$ cat config.mk
export PLATFORM = sky130hd
export DESIGN_NAME = ps2_frame_ctrl
export DESIGN_NICKNAME = d
export VERILOG_FILES = /design/src/rtl/ps2_frame_ctrl.sv
export SDC_FILE = /design/constraint.sdc
export NUM_CORES = 1
export LEC_CHECK = 0
export ABC_CLOCK_PERIOD_IN_PS = 4000
export CAP_MARGIN = 10
export CELL_PAD_IN_SITES_DETAIL_PLACEMENT = 1
export CELL_PAD_IN_SITES_GLOBAL_PLACEMENT = 2
export CORE_MARGIN = 2
export CORE_UTILIZATION = 40
export CTS_CLUSTER_DIAMETER = 40
export DETAILED_ROUTE_END_ITERATION = 7
export HOLD_SLACK_MARGIN = 0.06
export PLACE_DENSITY = 0.84
export SYNTH_ARGS = -nofsm -noshare
export SYNTH_HDL_FRONTEND = slang
export SYNTH_SLANG_ARGS = --single-unit
$ cat constraint.sdc
create_clock -name clk -period 4 [get_ports clk]
set_input_delay 1 -clock clk [delete_from_list [all_inputs] [get_ports clk]]
set_output_delay 1 -clock clk [all_outputs]
set_load 0.05 [all_outputs]
$ cat src/rtl/ps2_frame_ctrl.sv
// PS/2 keyboard frame receiver: synchronizes kb_clk/kb_data, decodes 11-bit
// frames, folds E0/F0 prefixes into a 16-bit code with valid/ready output.
module ps2_frame_ctrl #(
    parameter int TIMEOUT_CYCLES = 5000,
    parameter int SYNC_STAGES    = 2
) (
    input  logic        clk,
    input  logic        rst_n,
    input  logic        kb_clk,
    input  logic        kb_data,
    output logic [15:0] code_out,
    output logic        code_valid,
    input  logic        code_ready,
    output logic        error,
    output logic [1:0]  err_type
);

    localparam int CW = $clog2(TIMEOUT_CYCLES + 1);
    localparam logic [CW-1:0] TO_LAST = CW'(TIMEOUT_CYCLES - 1);

    typedef enum logic [1:0] {
        IDLE,
        DATA,
        PARITY,
        STOP
    } state_t;

    state_t state, state_n;

    logic [SYNC_STAGES-1:0] clk_sync;
    logic [SYNC_STAGES-1:0] data_sync;
    logic                   clk_prev;
    logic                   clk_s;
    logic                   data_s;
    logic                   fall;

    logic [2:0]    bit_cnt;
    logic [7:0]    shreg;
    logic          par_bit;
    logic [CW-1:0] to_cnt;
    logic          ext_flag;
    logic          brk_flag;

    logic done, frame_err, par_err, timeout;
    logic good, is_e0, is_f0, emit;

    assign clk_s  = clk_sync[SYNC_STAGES-1];
    assign data_s = data_sync[SYNC_STAGES-1];
    assign fall   = clk_prev & ~clk_s;

    always_ff @(posedge clk or negedge rst_n) begin
        if (!rst_n) begin
            clk_sync  <= '1;
            data_sync <= '1;
            clk_prev  <= 1'b1;
        end else begin
            clk_sync  <= {clk_sync[SYNC_STAGES-2:0], kb_clk};
            data_sync <= {data_sync[SYNC_STAGES-2:0], kb_data};
            clk_prev  <= clk_s;
        end
    end

    always_ff @(posedge clk or negedge rst_n) begin
        if (!rst_n) state <= IDLE;
        else        state <= state_n;
    end

    // A falling edge always takes precedence over an expiring timeout.
    always_comb begin
        state_n   = state;
        done      = 1'b0;
        frame_err = 1'b0;
        par_err   = 1'b0;
        timeout   = 1'b0;
        if (fall) begin
            unique case (state)
                IDLE:   if (!data_s) state_n = DATA;
                DATA:   if (bit_cnt == 3'd7) state_n = PARITY;
                PARITY: state_n = STOP;
                STOP: begin
                    state_n = IDLE;
                    done    = 1'b1;
                    if (!data_s)
                        frame_err = 1'b1;
                    else if (!(^{shreg, par_bit}))
                        par_err = 1'b1;
                end
                default: state_n = IDLE;
            endcase
        end else if (state != IDLE && to_cnt == TO_LAST) begin
            state_n = IDLE;
            timeout = 1'b1;
        end
    end

    assign good  = done & ~frame_err & ~par_err;
    assign is_e0 = (shreg == 8'hE0);
    assign is_f0 = (shreg == 8'hF0);
    assign emit  = good & ~is_e0 & ~is_f0;

    always_ff @(posedge clk or negedge rst_n) begin
        if (!rst_n) begin
            bit_cnt <= '0;
            shreg   <= '0;
            par_bit <= 1'b0;
            to_cnt  <= '0;
        end else begin
            if (fall && state == IDLE)
                bit_cnt <= '0;
            if (fall && state == DATA) begin
                shreg   <= {data_s, shreg[7:1]};
                bit_cnt <= bit_cnt + 3'd1;
            end
            if (fall && state == PARITY)
                par_bit <= data_s;
            if (state == IDLE || fall || timeout)
                to_cnt <= '0;
            else
                to_cnt <= to_cnt + CW'(1);
        end
    end

    always_ff @(posedge clk or negedge rst_n) begin
        if (!rst_n) begin
            ext_flag   <= 1'b0;
            brk_flag   <= 1'b0;
            code_out   <= '0;
            code_valid <= 1'b0;
            error      <= 1'b0;
            err_type   <= 2'b00;
        end else begin
            error <= 1'b0;
            if (timeout || (done && !good)) begin
                ext_flag <= 1'b0;
                brk_flag <= 1'b0;
            end else if (good) begin
                if (is_e0) begin
                    ext_flag <= 1'b1;
                end else if (is_f0) begin
                    brk_flag <= 1'b1;
                end else begin
                    ext_flag <= 1'b0;
                    brk_flag <= 1'b0;
                end
            end
            if (frame_err) begin
                error    <= 1'b1;
                err_type <= 2'b10;
            end else if (par_err) begin
                error    <= 1'b1;
                err_type <= 2'b01;
            end else if (timeout) begin
                error    <= 1'b1;
                err_type <= 2'b11;
            end
            // A pending undelivered code is never overwritten.
            if (emit) begin
                if (!code_valid || code_ready) begin
                    code_out   <= {brk_flag, ext_flag, 6'b0, shreg};
                    code_valid <= 1'b1;
                end else begin
                    error    <= 1'b1;
                    err_type <= 2'b00;
                end
            end else if (code_valid && code_ready) begin
                code_valid <= 1'b0;
            end
        end
    end

endmodule
==> results.cfg, run 1 <==
[run_status]
status = finished clean

[placement]
place_hpwl_um = 2820
gp_congestion = 0.783
port_buffers = 18
placed_area_mm2 = 0.00241

[timing]
drv_slew = 0
setup_viol = 0
holdWs_ns = 0.359
fin_setup_tns_ns = 0
fin_skew_ns = 0.00945
finalCritPeriodShare_pct = 61.7
period_needed_ns = 2.47
maxSlewHeadroom_pct = 30.1
rsz0062_at_grt = false
fmax_mhz = 405
worst_pin_slew_ns = 1.05
hold_viol = 0

[synth]
seq_area_frac_synth_pct = 55.7
synth_edf_count = 0
synth_flop_cell = dfrtp_1
avgSynthCellArea_um2 = 11.8
netlist_instances = 183
async_reset_ff_share_pct = 100
yosysWarnings = 0
synth.area.top_cells = dfrtp_1, mux2_2, dfstp_2, ha_1, nor2_1
syn_area_mm2 = 0.00217
synth_top_area_share_pct = 49.6
synth_area_leader_cell = dfrtp_1
synth_seq_cells = 48
synth_cell_types = 34

[floorplan]
core_area_mm2 = 0.00517
die_area_mm2 = 0.00603
dieHeight_um = 77.6
ios = 25
die_x_um = 77.6
num_rows = 26
start_util_pct = 41.9

[routing]
vias = 1376
routed_via_density = 4.95
firstDrtPassIters = 4
ant_nets = 0
routedWlPerCell_um = 14.0
drt-initial-drc-count = 29
wl_um = 3880
drc = 0

[worst_setup_path]
setup.worst_path.class = reg -> out
slowest_stage = clkdlybuf4s50_1
reg2reg_slack_ns = 1.63
crit_path_start_kind = flop
path_max_fanout = 2
crit_buf_inv = 1
required_ns = 3.00
cpPeakStageDelay_ns = 0.80
crit_arrival_ns = 1.47
crit_chain = clkdlybuf4s50_1
critPathTopFamily = buffers and inverters
worst_setup_path_end_kind = output port

[job]
drv_cap = 0

[clocking]
cts_buffers = 5
clock_latency_ns = 0.30
cts.clk_slew.worst_paths_ns = 0.09
htree_levels = 2
cts_num_sinks = 48
post_cts_buffers = 0
cts_tree = built
cts_hold_buffers = 0
cts_resized = 0
clockBufferDepth = 2
cts_root_buffer = clkbuf_8

[global_route]
antenna_found_initial = 0
grt_overflow = 0
grt_use_total_pct = 14.6
grt_pass1_vias = 1500
grt_max_degree = 49
grt_pass1_wl_um = 6910

[final_layout]
n_fill_cell = 562
fin_util_pct = 48.8
syn2layout_area_growth_pct = 16.4
layout.nets = 219
design_area_mm2 = 0.00252
drive_gt1_share_pct = 17.8
n_antenna_cell = 0

[power_and_ir_drop]
p_leak_nw = 1.15
ir_drop_mv = 0.269
powerDensity_mw_per_mm2 = 661

[worst_hold_path]
worst_hold_path_type = reg -> reg
[report_power, final]
group / switching, mW / total [mW] / internal [mW]
Clock: 0.162 / 0.347 / 0.185
Combinational: 0.365 / 0.659 / 0.293
Sequential: 0.0808 / 0.663 / 0.582
Total: 0.609 / 1.67 / 1.06
[area by class of cell]
| type | count | area, µm² | share of cell area, % |
|---|---|---|---|
| Clock buffer | 5 | 68.8 | 2.73 |
| Sequential cell | 48 | 1210 | 47.8 |
| Timing Repair Buffer | 20 | 190 | 7.54 |
| Tap cell | 70 | 87.6 | 3.47 |
| Clock inverter | 3 | 42.5 | 1.69 |
| Multi-Input combinational cell | 127 | 908 | 36.0 |
| Inverter | 5 | 18.8 | 0.744 |
[registers in the layout (all words and copies together), names as in the netlist, 2 cells and up]
register,flops
data_sync,2
bit_cnt,3
clk_sync,2
code_out,10
err_type,2
to_cnt,13
shreg,8
state,2
[path summary, 6_finish.rpt]
check	cells after the start	startpoint	to
max	1	code_out[7]	code_out[7]
min	0	clk_sync[0]	clk_sync[1]
max in group asynchronous	1	rst_n	error
min reg2reg	0	clk_sync[0]	clk_sync[1]
max reg2reg	6	state[0]	err_type[0]
min in group asynchronous	1	rst_n	code_out[2]
[layer usage]
metal | wire, µm | track usage, % | up-vias
met2 | 1980 | 24.9 | 22
li1 | - | - | 662
met5 | 0 | 0 | -
met3 | 123 | 3.14 | 4
met1 | 1710 | 17.8 | 688
met4 | 65 | 6.43 | 0
[logic make-up after synthesis]
| group | synth area share [%] |
|---|---|
| compound gates | 5.19 |
| xor+xnor | 8.83 |
| fa+ha+maj | 4.04 |
| buf+inv | 3.29 |
| flops | 55.7 |
| mux | 8.83 |
| other cells | 0.173 |
| simple gates | 14.0 |
[layout by cell type, fill, tap and decap left out, drive strengths merged]
master and count:
nand4b 1, xor2 8, bufinv 1, o31ai 3
inv 5, or4 1, nand2b 2, dfrtp 43
o21ai 6, nand4 2, or4b 1, conb 6
nor3 2, clkdlybuf4s50 17, buf 3, dfstp 5
nor4 2, a21oi 5, clkinvlp 1, nor2b 2
xnor2 9, clkbuf 5, clkinv 1, nor2 23
o22ai 1, and2 1, nand2 15, or3 1
a221oi 1, nand3 6, mux2 17, a32o 2
ha 7, xnor3 1, and3 2
[synthesized netlist by cell type (2+ instances only)]
cell type,number
ha_1,7
mux2_2,17
nor2b_1,2
o21ai_0,6
nor2_1,23
and3_1,2
dfstp_2,5
nor3_1,2
nand4_1,2
nand2_1,15
clkbuf_1,2
xnor2_1,8
a21oi_1,5
nand2b_1,2
xor2_1,8
dfrtp_1,43
a32o_1,2
o31ai_1,3
inv_1,5
buf_4,6
nand3_1,5
[metrics by stage]
stage,setup WS (ns),std cells,total power [mW]
floorplan,1.99,188,1.18
global placement,1.75,270,1.31
detailed placement,1.64,270,1.34
CTS,1.51,278,1.69
global route,1.41,278,1.78
finish,1.53,278,1.67
(Power assumes the default switching activity.)
==> inputs of run 2 (changes only) <==
ABC_CLOCK_PERIOD_IN_PS = 2500   (was 4000)
CORE_UTILIZATION = 37   (was 40)
PLACE_DENSITY = 0.78   (was 0.84)
clock period = 2.5 ns   (was 4 ns; I/O delays follow)
==> run 2 against run 1 <==
  * Total power increased by 55%
  * First-iteration DRC count increased by 72%
  * Sequential power increased by 60%
  * Via count increased by 0.80%
  * Sequential share of layout area increased by 0.071 points
  * Critical endpoint is now err_type[0]
  * Highest routed layer unchanged
==> results.cfg, run 2 (synthesized netlist as in run 1, its figures left out) <==
[worst_setup_path]
setup.worst_path.class = reg -> reg
crit_buf_inv = 1
crit_path_start_kind = flop
path_max_fanout = 5
cpPeakStageDelay_ns = 0.52
critPathTopFamily = simple AND/OR/NAND/NOR gates
worst_setup_path_end_kind = flop
crit_chain = inv_1, ha_1, or4b_1, nor4_2, nor2_1, a221oi_1
crit_arrival_ns = 2.33
slowest_stage = or4b_1
required_ns = 2.70

[final_layout]
n_antenna_cell = 0
syn2layout_area_growth_pct = 16.2
layout.nets = 221
mostFrequentLayoutCell = dfrtp_1
mostFrequentLayoutCells = dfrtp_1, nor2_1, mux2_2, clkdlybuf4s50_1, nand2_1
largest_reg_flops = 13
top_regs = to_cnt (13), code_out (10), shreg (8)
drive_gt1_share_pct = 17.6
top_register = to_cnt

[global_route]
use_met3_pct = 3.71
grt_pass1_wl_um = 7270
grtUsageMet2_pct = 26.0
grtUsageMet1_pct = 17.7
grt_overflow = 0
grt_use_total_pct = 14.9
antenna_found_initial = 0
grt-busiest-layer = met2
grt_max_degree = 49
grt_pass1_vias = 1518

[floorplan]
core_area_mm2 = 0.00557
num_rows = 27
die_x_um = 80.6
die_area_mm2 = 0.00649
dieHeight_um = 80.6
start_util_pct = 38.9
ios = 25

[placement]
gp_congestion = 0.768
place_hpwl_um = 3030
port_buffers = 18

[clocking]
cts_hold_buffers = 0
clockBufferDepth = 2
clock_latency_ns = 0.29
cts_num_sinks = 48
cts.clk_slew.worst_paths_ns = 0.08
cts_tree = built
cts_buffers = 5
cts_root_buffer = clkbuf_8
htree_levels = 2
cts_resized = 0
post_cts_buffers = 0

[power_and_ir_drop]
p_leak_nw = 1.15
ir_drop_mv = 0.551
powerDensity_mw_per_mm2 = 1030

[job]
drv_cap = 0

[timing]
holdWs_ns = 0.358
hold_viol = 0
fmax_mhz = 469
worst_pin_slew_ns = 0.598
finalCritPeriodShare_pct = 85.4
drv_slew = 0
maxSlewHeadroom_pct = 60.1
fin_skew_ns = 0.00549
period_needed_ns = 2.13
fin_setup_tns_ns = 0
setup_viol = 0
rsz0062_at_grt = false

[routing]
routedWlPerCell_um = 14.7
vias = 1387
wl_um = 4150
ant_nets = 0
routed_via_density = 4.92
drt-initial-drc-count = 50
firstDrtPassIters = 4
drc = 0

[worst_hold_path]
worst_hold_path_type = reg -> reg

[run_status]
status = finished clean
[run 2: cell count changes in the layout (fill, tap and decap cells not counted)]
cell	previous run	this run
clkinv_2	1	0
clkbuf_8	5	6
clkbuf_1	0	2
clkinvlp_4	1	0
buf_4	2	4
bufinv_16	1	0
[run 2: per-stage QoR]
step | total power [mW] | area, µm² | cells | utilization, % | setup WS, ns
6_report | 2.58 | 2520 | 282 | 45.2 | 0.366
5_1_grt | 2.77 | 2520 | 282 | 45.2 | 0.176
4_1_cts | 2.62 | 2520 | 282 | 45.2 | 0.331
3_5_place_dp | 2.14 | 2430 | 274 | 43.6 | 0.344
3_3_place_gp | 2.09 | 2430 | 274 | 43.6 | 0.370
2_1_floorplan | 1.89 | 2190 | 188 | - | 0.493
[run 2: worst paths after layout]
check | slack (ns) | to | cells after the start | from
max in group asynchronous | 1.68 | to_cnt[5] | 2 | rst_n
hold / removal | 0.36 | clk_sync[1] | 0 | clk_sync[0]
setup reg to reg | 0.37 | err_type[0] | 6 | state[0]
setup / recovery | 0.37 | err_type[0] | 6 | state[0]
hold reg to reg | 0.36 | clk_sync[1] | 0 | clk_sync[0]
min in group asynchronous | 0.42 | code_out[3] | 2 | rst_n
[run 2: final cells by class]
class / instances / area, µm²
Inverter: 5 / 18.8
Fill cell: 606 / 3050
Sequential cell: 48 / 1210
Tap cell: 72 / 90.1
Timing Repair Buffer: 22 / 205
Multi-Input combinational cell: 127 / 908
Clock buffer: 8 / 90.1
[run 2: worst reg2reg max path: cells and delay by family, from the launching register on]
family                   cells  cell delay (ns)
AND/OR/NAND/NOR              3             1.04
flip-flops                   1             0.39
AO/OA/AOI/OAI                1             0.27
adder cells (fa/ha/maj)      1             0.26
buffers and inverters        1             0.09
[run 2: per-layer routing]
layer | share of wire [%] | vias up | wire, µm
met5 | 0 | - | 0
met4 | 1.4 | 0 | 57
met3 | 2.7 | 5 | 113
met2 | 53 | 22 | 2210
met1 | 43 | 700 | 1760
li1 | - | 660 | -
[run 2: report_power, final]
part | switching, mW | total, mW | internal (mW)
clock | 0.240 | 0.466 | 0.226
combinational | 0.584 | 1.06 | 0.471
sequential | 0.132 | 1.06 | 0.931
total | 0.956 | 2.58 | 1.63
